## src/rtl/dac_seq_ctrl.sv

```systemverilog
// dac_seq_ctrl: power-up / mute / config sequencer for the DAC datapath.
// It brings the downstream datapath out of reset and lets it settle on
// zero data. It then ramps a 0..256 gain up to unity and ramps it back down
// before muting, power-down or a bypass config change. This keeps the
// output free of clicks.
module dac_seq_ctrl #(
  parameter int RST_CYC      = 16,
  parameter int SETTLE_TICKS = 256,
  parameter int RAMP_STEP    = 1
) (
  input  logic               clock,
  input  logic               rst,
  input  logic               en,
  input  logic               mute_req,
  input  logic               tick,
  input  logic               ISI_SEL_req,
  input  logic               MIS_SEL_req,
  input  logic signed [23:0] Data_in,
  output logic signed [23:0] Data_out,
  output logic               dp_rstn,
  output logic               ISI_SEL,
  output logic               MIS_SEL,
  output logic [2:0]         state,
  output logic               busy
);

  localparam int DATA_W = 24;
  localparam int COEF_W = 9;
  localparam int CNT_W  = 16;

  localparam logic [2:0] ST_OFF       = 3'd0;
  localparam logic [2:0] ST_DPRST     = 3'd1;
  localparam logic [2:0] ST_SETTLE    = 3'd2;
  localparam logic [2:0] ST_RAMP_UP   = 3'd3;
  localparam logic [2:0] ST_PLAY      = 3'd4;
  localparam logic [2:0] ST_RAMP_DOWN = 3'd5;
  localparam logic [2:0] ST_MUTED     = 3'd6;

  localparam logic [COEF_W-1:0] UNITY       = 9'd256;
  localparam logic [COEF_W:0]   STEP        = 10'(RAMP_STEP);
  localparam logic [CNT_W-1:0]  RST_LAST    = CNT_W'(RST_CYC - 1);
  localparam logic [CNT_W-1:0]  SETTLE_LAST = CNT_W'(SETTLE_TICKS - 1);

  logic [2:0]          state_q;
  logic [2:0]          state_d;
  logic [COEF_W-1:0]   gain_q;
  logic [COEF_W-1:0]   gain_d;
  logic [COEF_W-1:0]   gain_up;
  logic [COEF_W-1:0]   gain_dn;
  logic [CNT_W-1:0]    cyc_cnt_q;
  logic [CNT_W-1:0]    tick_cnt_q;
  logic                isi_q;
  logic                mis_q;
  logic                exit_req;
  logic                sel_load;
  logic signed [DATA_W-1:0] data_p1;

  // Gain multiply: signed sample times unsigned gain, arithmetic shift by 8
  // (floor), keep the low 24 bits. |gain| <= 256 so the result cannot overflow.
  function automatic logic signed [DATA_W-1:0] scale(
    input logic signed [DATA_W-1:0] din,
    input logic [COEF_W-1:0]        g
  );
    logic signed [DATA_W+COEF_W-1:0] prod;
    prod = din * $signed({1'b0, g});
    return DATA_W'(prod >>> 8);
  endfunction

  // Gain step toward unity, saturating at 256.
  function automatic logic [COEF_W-1:0] gain_inc(input logic [COEF_W-1:0] g);
    logic [COEF_W:0] sum;
    sum = {1'b0, g} + STEP;
    if (sum >= {1'b0, UNITY}) return UNITY;
    return sum[COEF_W-1:0];
  endfunction

  // Gain step toward zero, saturating at 0.
  function automatic logic [COEF_W-1:0] gain_dec(input logic [COEF_W-1:0] g);
    if ({1'b0, g} <= STEP) return '0;
    return g - STEP[COEF_W-1:0];
  endfunction

  assign gain_up = gain_inc(gain_q);
  assign gain_dn = gain_dec(gain_q);

  // Any of these while audible forces a ramp-down before anything else changes.
  assign exit_req = !en || mute_req ||
                    (ISI_SEL_req != isi_q) || (MIS_SEL_req != mis_q);

  // Bypass config may only change while the gain is held at zero.
  assign sel_load = (state_q == ST_OFF)    || (state_q == ST_DPRST) ||
                    (state_q == ST_SETTLE) || (state_q == ST_MUTED);

  // State register with gain, residency counters and applied config.
  always_ff @(posedge clock) begin
    if (rst) begin
      state_q    <= ST_OFF;
      gain_q     <= '0;
      cyc_cnt_q  <= '0;
      tick_cnt_q <= '0;
      isi_q      <= 1'b0;
      mis_q      <= 1'b0;
    end else begin
      state_q <= state_d;
      gain_q  <= gain_d;
      if (state_d != state_q) begin
        cyc_cnt_q  <= '0;
        tick_cnt_q <= '0;
      end else begin
        if (state_q == ST_DPRST)
          cyc_cnt_q <= cyc_cnt_q + 1'b1;
        if ((state_q == ST_SETTLE) && tick)
          tick_cnt_q <= tick_cnt_q + 1'b1;
      end
      if (sel_load) begin
        isi_q <= ISI_SEL_req;
        mis_q <= MIS_SEL_req;
      end
    end
  end

  // Next-state and next-gain decode.
  always_comb begin
    state_d = state_q;
    gain_d  = gain_q;
    case (state_q)
      ST_OFF: begin
        gain_d = '0;
        if (en) state_d = ST_DPRST;
      end
      ST_DPRST: begin
        gain_d = '0;
        if (!en)                         state_d = ST_OFF;
        else if (cyc_cnt_q == RST_LAST)  state_d = ST_SETTLE;
      end
      ST_SETTLE: begin
        gain_d = '0;
        if (!en)
          state_d = ST_OFF;
        else if (tick && (tick_cnt_q == SETTLE_LAST))
          state_d = mute_req ? ST_MUTED : ST_RAMP_UP;
      end
      ST_RAMP_UP: begin
        // An exit request wins over a same-cycle tick: gain is frozen.
        if (exit_req) begin
          state_d = ST_RAMP_DOWN;
        end else if (tick) begin
          gain_d = gain_up;
          if (gain_up == UNITY) state_d = ST_PLAY;
        end
      end
      ST_PLAY: begin
        gain_d = UNITY;
        if (exit_req) state_d = ST_RAMP_DOWN;
      end
      ST_RAMP_DOWN: begin
        // Entered with zero gain (exit right after ramp-up start): leave at once.
        if (gain_q == '0) begin
          state_d = en ? ST_MUTED : ST_OFF;
        end else if (tick) begin
          gain_d = gain_dn;
          if (gain_dn == '0) state_d = en ? ST_MUTED : ST_OFF;
        end
      end
      ST_MUTED: begin
        gain_d = '0;
        if (!en)           state_d = ST_OFF;
        else if (!mute_req) state_d = ST_RAMP_UP;
      end
      default: begin
        state_d = ST_OFF;
        gain_d  = '0;
      end
    endcase
  end

  // Status outputs decoded from the current state.
  always_comb begin
    dp_rstn = 1'b0;
    busy    = 1'b0;
    case (state_q)
      ST_DPRST:     busy = 1'b1;
      ST_SETTLE:    begin dp_rstn = 1'b1; busy = 1'b1; end
      ST_RAMP_UP:   begin dp_rstn = 1'b1; busy = 1'b1; end
      ST_PLAY:      dp_rstn = 1'b1;
      ST_RAMP_DOWN: begin dp_rstn = 1'b1; busy = 1'b1; end
      ST_MUTED:     dp_rstn = 1'b1;
      default:      begin dp_rstn = 1'b0; busy = 1'b0; end
    endcase
  end

  // Stage p1: gain-scaled sample, one clock behind Data_in.
  always_ff @(posedge clock) begin
    if (rst) data_p1 <= '0;
    else     data_p1 <= scale(Data_in, gain_q);
  end

  assign Data_out = data_p1;
  assign state    = state_q;
  assign ISI_SEL  = isi_q;
  assign MIS_SEL  = mis_q;

endmodule

```

## config.mk

```make
export PLATFORM = sky130hd
export DESIGN_NAME = dac_seq_ctrl
export DESIGN_NICKNAME = d
export VERILOG_FILES = /design/src/rtl/dac_seq_ctrl.sv
export SDC_FILE = /design/constraint.sdc
export NUM_CORES = 1
export LEC_CHECK = 0
export BUFFER_PORTS_ARGS = -buffer_cell sky130_fd_sc_hd__buf_2
export CAP_MARGIN = 20
export CORE_MARGIN = 10
export CORE_UTILIZATION = 35
export DETAILED_ROUTE_END_ITERATION = 7
export SLEW_MARGIN = 40
export SYNTH_ARGS = -nofsm -noshare
export SYNTH_HDL_FRONTEND = slang
export SYNTH_SLANG_ARGS = --single-unit
```

## constraint.sdc

```tcl
create_clock -name clock -period 17 [get_ports clock]
set_input_delay 2.55 -clock clock [delete_from_list [all_inputs] [get_ports clock]]
set_output_delay 2.55 -clock clock [all_outputs]
set_load 0.03 [all_outputs]
```

# --- Word level (Yosys, flattened, before mapping) ---
# Cells that the tools add are included.
classes:
  multipliers: 1
  n_reduce_logical: 16
  n_mux: 30
  add_sub_neg: 4
  order_cmp: 2
  n_eq_ne: 16
op_table:
  columns: ["op", "n"]
  rows:
  - ["$mux W9", 8]
  - ["$mux W3", 16]
  - ["$add A16 B1 Y16 const B", 2]
  - ["$mul A24 B10 Y32", 1]
  - ["$pmux W9 S3", 1]
  - ["$pmux W3 S7", 1]
  - ["$logic_not A9 Y1", 2]
  - ["$eq A16 B4 Y1 const B", 1]
  - ["$eq A16 B8 Y1 const B", 1]
  - ["$add A9 B1 Y10 const B", 1]
  - ["$ge A10 B9 Y1 const B", 1]
  - ["$eq A3 B3 Y1 const B", 3]
  - ["$eq A9 B9 Y1 const B", 1]
  - ["$le A9 B1 Y1 const B", 1]
  - ["$sub A9 B1 Y9 const B", 1]
  - ["$ne A2 B2 Y1 const B", 4]
  - ["$eq A3 B2 Y1 const B", 2]
  - ["$logic_or A1 B1 Y1", 6]
  - ["$reduce_or A5 Y1", 1]
  - ["$mux W1", 4]
  - ["$reduce_and A4 Y1", 1]
  - ["$reduce_or A4 Y1", 1]
  - ["$eq A3 B1 Y1 const B", 1]
  - ["$logic_not A3 Y1", 1]
  - ["5 further kinds", 7]
totals:
  in_bits: 31
  out_inout_bits: 31
  regBits: 70

# --- Depth between registers and ports, before layout ---
depth:
  depth_word: 11
  mapped_depth: 23
  depth_no_buf: 20

# --- Worst setup path after synthesis ---
# Ideal clock, no wire load.
synth_path:
  path_type: "input port to flip-flop"
  startpoint: "input Data_in[7]"
  endpoint: "register data_p1[23] (netlist: Data_out[23])"
  t_required_ns: 16.942
  path_buffers: 2
  path_stages: 19
  arrival_time_ns: 7.469
  setup_ns: 0.058
  path_slack_ns: 9.473
  cell_sequence: "buf_1 and2_1 fa_1 fa_1 fa_1 fa_1 inv_1 fa_1 inv_1 ha_1 clkbuf_1 nand4_1 a211o_1 o22a_1 o21a_1 a211oi_1 o21ai_0 nor4bb_1 a211o_1"
synth_via:
  elab_chain_len: 1
synth_lines:
  columns: ["item", "line", "source"]
  rows:
  - ["start: declaration", "18", "input logic signed [23:0] Data_in,"]
  - ["$mul A24 B10 Y32", "65", "prod = din * $signed({1'b0, g});"]
  - ["end signal: assignment", "195", "else data_p1 <= scale(Data_in, gain_q);"]
  - ["end: declaration", "56", "logic signed [DATA_W-1:0] data_p1;"]
# No other way between the ends.
# A chain may end at the register's enable or synchronous reset.

# --- Worst setup path in the final report ---
layout_path:
  startpoint: "input Data_in[5]"
  endpoint: "register data_p1[23] (netlist: Data_out[23])"
# Same word-level chain as after synthesis.

==> metrics.cfg <==
[cells_and_area]
fill_cells = 2936
design.final.nets = 1479
synthToLayoutAreaGrowth_pct = 9.430
drive_gt1_share_pct = 9.241
final_util_pct = 38.95
n_antenna_cell = 0

[global_routing]
grt_pass1_wl_mm = 42.97
grt_pass1_vias = 8537
grt_use_total_pct = 14.31
antenna_found_initial = 0
grt_overflow_total = 0
grt_max_degree = 43

[die]
die_w_um = 191.1
initial_utilization_pct = 35.59
core_um2 = 28780
fp.dieH_um = 191.1
rows = 62
io_pins = 62
dieArea_um2 = 36510

[route]
viasPerCell = 4.942
wire_per_inst_um = 15.54
drtAntennaViolNets = 0
drtIter0Drc = 404
drc = 0
route.final.wire_length_mm = 24.80
vias = 7887
dr.pass1.iters = 5

[sta]
setup_viol = 0
tns_ns = 0
worst_clock_skew_ns = 0.01259
tightestPinTransition_ns = 0.7849
rsz0062_at_grt = no
fin_crit_sh_pct = 44.94
slew_headroom_pct = 47.68
finalHoldViolations = 0
drv_slew = 0
fmax_mhz = 130.9
min_period_ns = 7.639

[synth]
synth-edff-count = 0
muxShareOfSynthArea_pct = 0.8306
ys_seq_area_share_pct = 13.68
synth_top_cells_by_area = fa_1, dfxtp_1, ha_1
avgSynthCellArea_um2 = 8.725
syn-num-nets = 1446
synth_top_family_by_area = adder cells
netlist_area_um2 = 10240
synthDistinctLibCells = 65
synth_fa_ha_area_share_pct = 41.90
synth_flop_cell = dfxtp_1
synth_compound_area_share_pct = 8.489
synth_top_area_cell = fa_1
syn-instance-count = 1174
synth-async-reset-ratio_pct = 0
synth_xor_area_share_pct = 5.558
yosysTopAreaCellShare_pct = 33.22
yosys_warnings = 0
synthSimpleGateAreaFrac_pct = 20.63
ys_ff_latch = 70

[placed_design]
hpwlAfterDp_mm = 19.49
gp_congestion = 0.8579
portBuffers = 61

[job]
drv_cap = 0

[clock_tree]
cts_root_buf = clkbuf_16
postCtsHoldBufs = 0
post_cts_resized = 0
clk_latency_ns = 0.34
cts-htree-levels = 3
clk_pin_slew_ns = 0.06
cts_tree = built
max-clock-path-buffers = 2
cts_setup_buffers = 0
cts_made_buffers = 9
cts_sinks = 70

[setup_path]
cp.arrival_ns = 7.92
path_class = input pin to flip-flop
cpMaxStageDelayCell = fa_1
cp_max_fo = 9
path_cells = buf_2 > nand2_1 > fa_1 > inv_1 > fa_1 > inv_1 > fa_1 > inv_1 > fa_1 > inv_1 > fa_1 > inv_1 > ha_1 > o211ai_1 > a211o_1 > o22a_1 > o21a_1 > a211oi_1 > o21ai_0 > nor4bb_1 > a211o_1
critical_path_required_ns = 17.28
cp_num_buf_inv = 6
end_kind = flip-flop
crit_family = adder cells
cp-start-kind = input pin
max_stage_delay_ns = 0.55

[power]
cellLeakagePower_nw = 5.637
ir_drop_v = 0.00004135
p_per_area_nw_per_um2 = 34.01

[worst_hold_path]
hold_class = flip-flop to flip-flop

[run_status]
status = completed

final timing paths:
path | depth (start not counted) | slack (ns) | from | endpoint
setup / recovery | 21 | 9.36 | Data_in[5] | Data_out[23]
hold / removal | 2 | 0.52 | tick_cnt_q[4] | tick_cnt_q[4]
setup reg to reg | 19 | 10.77 | gain_q[1] | Data_out[23]
hold reg to reg | 2 | 0.52 | tick_cnt_q[4] | tick_cnt_q[4]
cell usage in the layout (no fill, tap or decap), drive strengths merged, types with 4 or more instances in the layout:
master and instances:
mux2i 4, o21a 6, nor3 16, dfxtp 70, nand2b 5, a21oi 37
a32oi 5, xnor2 31, nor4 8, a21boi 4, inv 187, buf 72
clkbuf 10, ha 71, and2 115, xor2 34, and3 8, nand2 139
o211ai 6, o21ai 18, nand4 11, nor2b 4, nand3 21, nor2 91
fa 170, a21o 7
sequential cells by signal, summed over array words and instances, names as in the netlist:
| signal | cells |
|---|---|
| ISI_SEL | 1 |
| tick_cnt_q | 16 |
| gain_q | 9 |
| state | 3 |
| MIS_SEL | 1 |
| Data_out | 24 |
| cyc_cnt_q | 16 |
metrics by stage:
stage / instances / hold slack, ns / cell area (µm²) / power [mW] / setup slack [ns]
floorplan: 1174 / 0.4794 / 10240 / 0.1788 / 9.473
global placement: 1580 / 0.4958 / 10900 / 0.1895 / 9.182
detailed placement: 1580 / 0.5023 / 10900 / 0.1900 / 9.058
CTS: 1596 / 0.5198 / 11200 / 0.3840 / 9.380
global route: 1596 / 0.5645 / 11210 / 0.3952 / 8.951
finish: 1596 / 0.5171 / 11210 / 0.3812 / 9.361
synth_stat cells (21+ instances only):
cell / n
inv_1: 185
fa_1: 170
nand2_1: 139
and2_1: 115
nor2_1: 78
ha_1: 71
dfxtp_1: 70
a21oi_1: 37
clkbuf_1: 34
xor2_1: 34
xnor2_1: 31
nand3_1: 21
worst min-delay path, delay by kind of cell, from the launching register on:
kind / cells / cell delay [ns]
xor gates and xnor gates: 1 / 0.07
and+or+nand+nor: 1 / 0.07
DFF: 1 / 0.34
kinds of logic (layout without fill, tap and decap cells):
family,Yosys count,after routing
compound gates,127,127
xor+xnor,65,65
fa+ha+maj,241,241
buf+inv,236,274
flops,70,70
mux,7,7
simple gates,428,428
per-layer routing:
metal,track usage (%),part of all wire (%),up-vias
met5,0,0,-
met4,3.876,1.8,0
met3,1.676,4.6,28
met2,24.31,48,167
met1,18.82,46,3930
li1,-,-,3762
cell type report:
| class | count | area (µm²) | share of cell area (%) |
|---|---|---|---|
| clock inverter | 6 | 68.82 | 0.6139 |
| clock buffer | 10 | 239.0 | 2.132 |
| tap | 384 | 480.5 | 4.286 |
| multi-input combinational | 868 | 7934 | 70.78 |
| inverter | 186 | 698.2 | 6.228 |
| sequential | 70 | 1401 | 12.50 |
| timing repair buffer | 72 | 387.9 | 3.460 |
power breakdown:
part           total, mW  leakage, nW  switching (mW)  internal [mW]
Clock              0.195        0.149          0.0765          0.119
Combinational     0.0208         4.92          0.0159        0.00481
Sequential         0.165        0.564        0.000806          0.165
No activity file was read; power rests on OpenSTA's default activity.
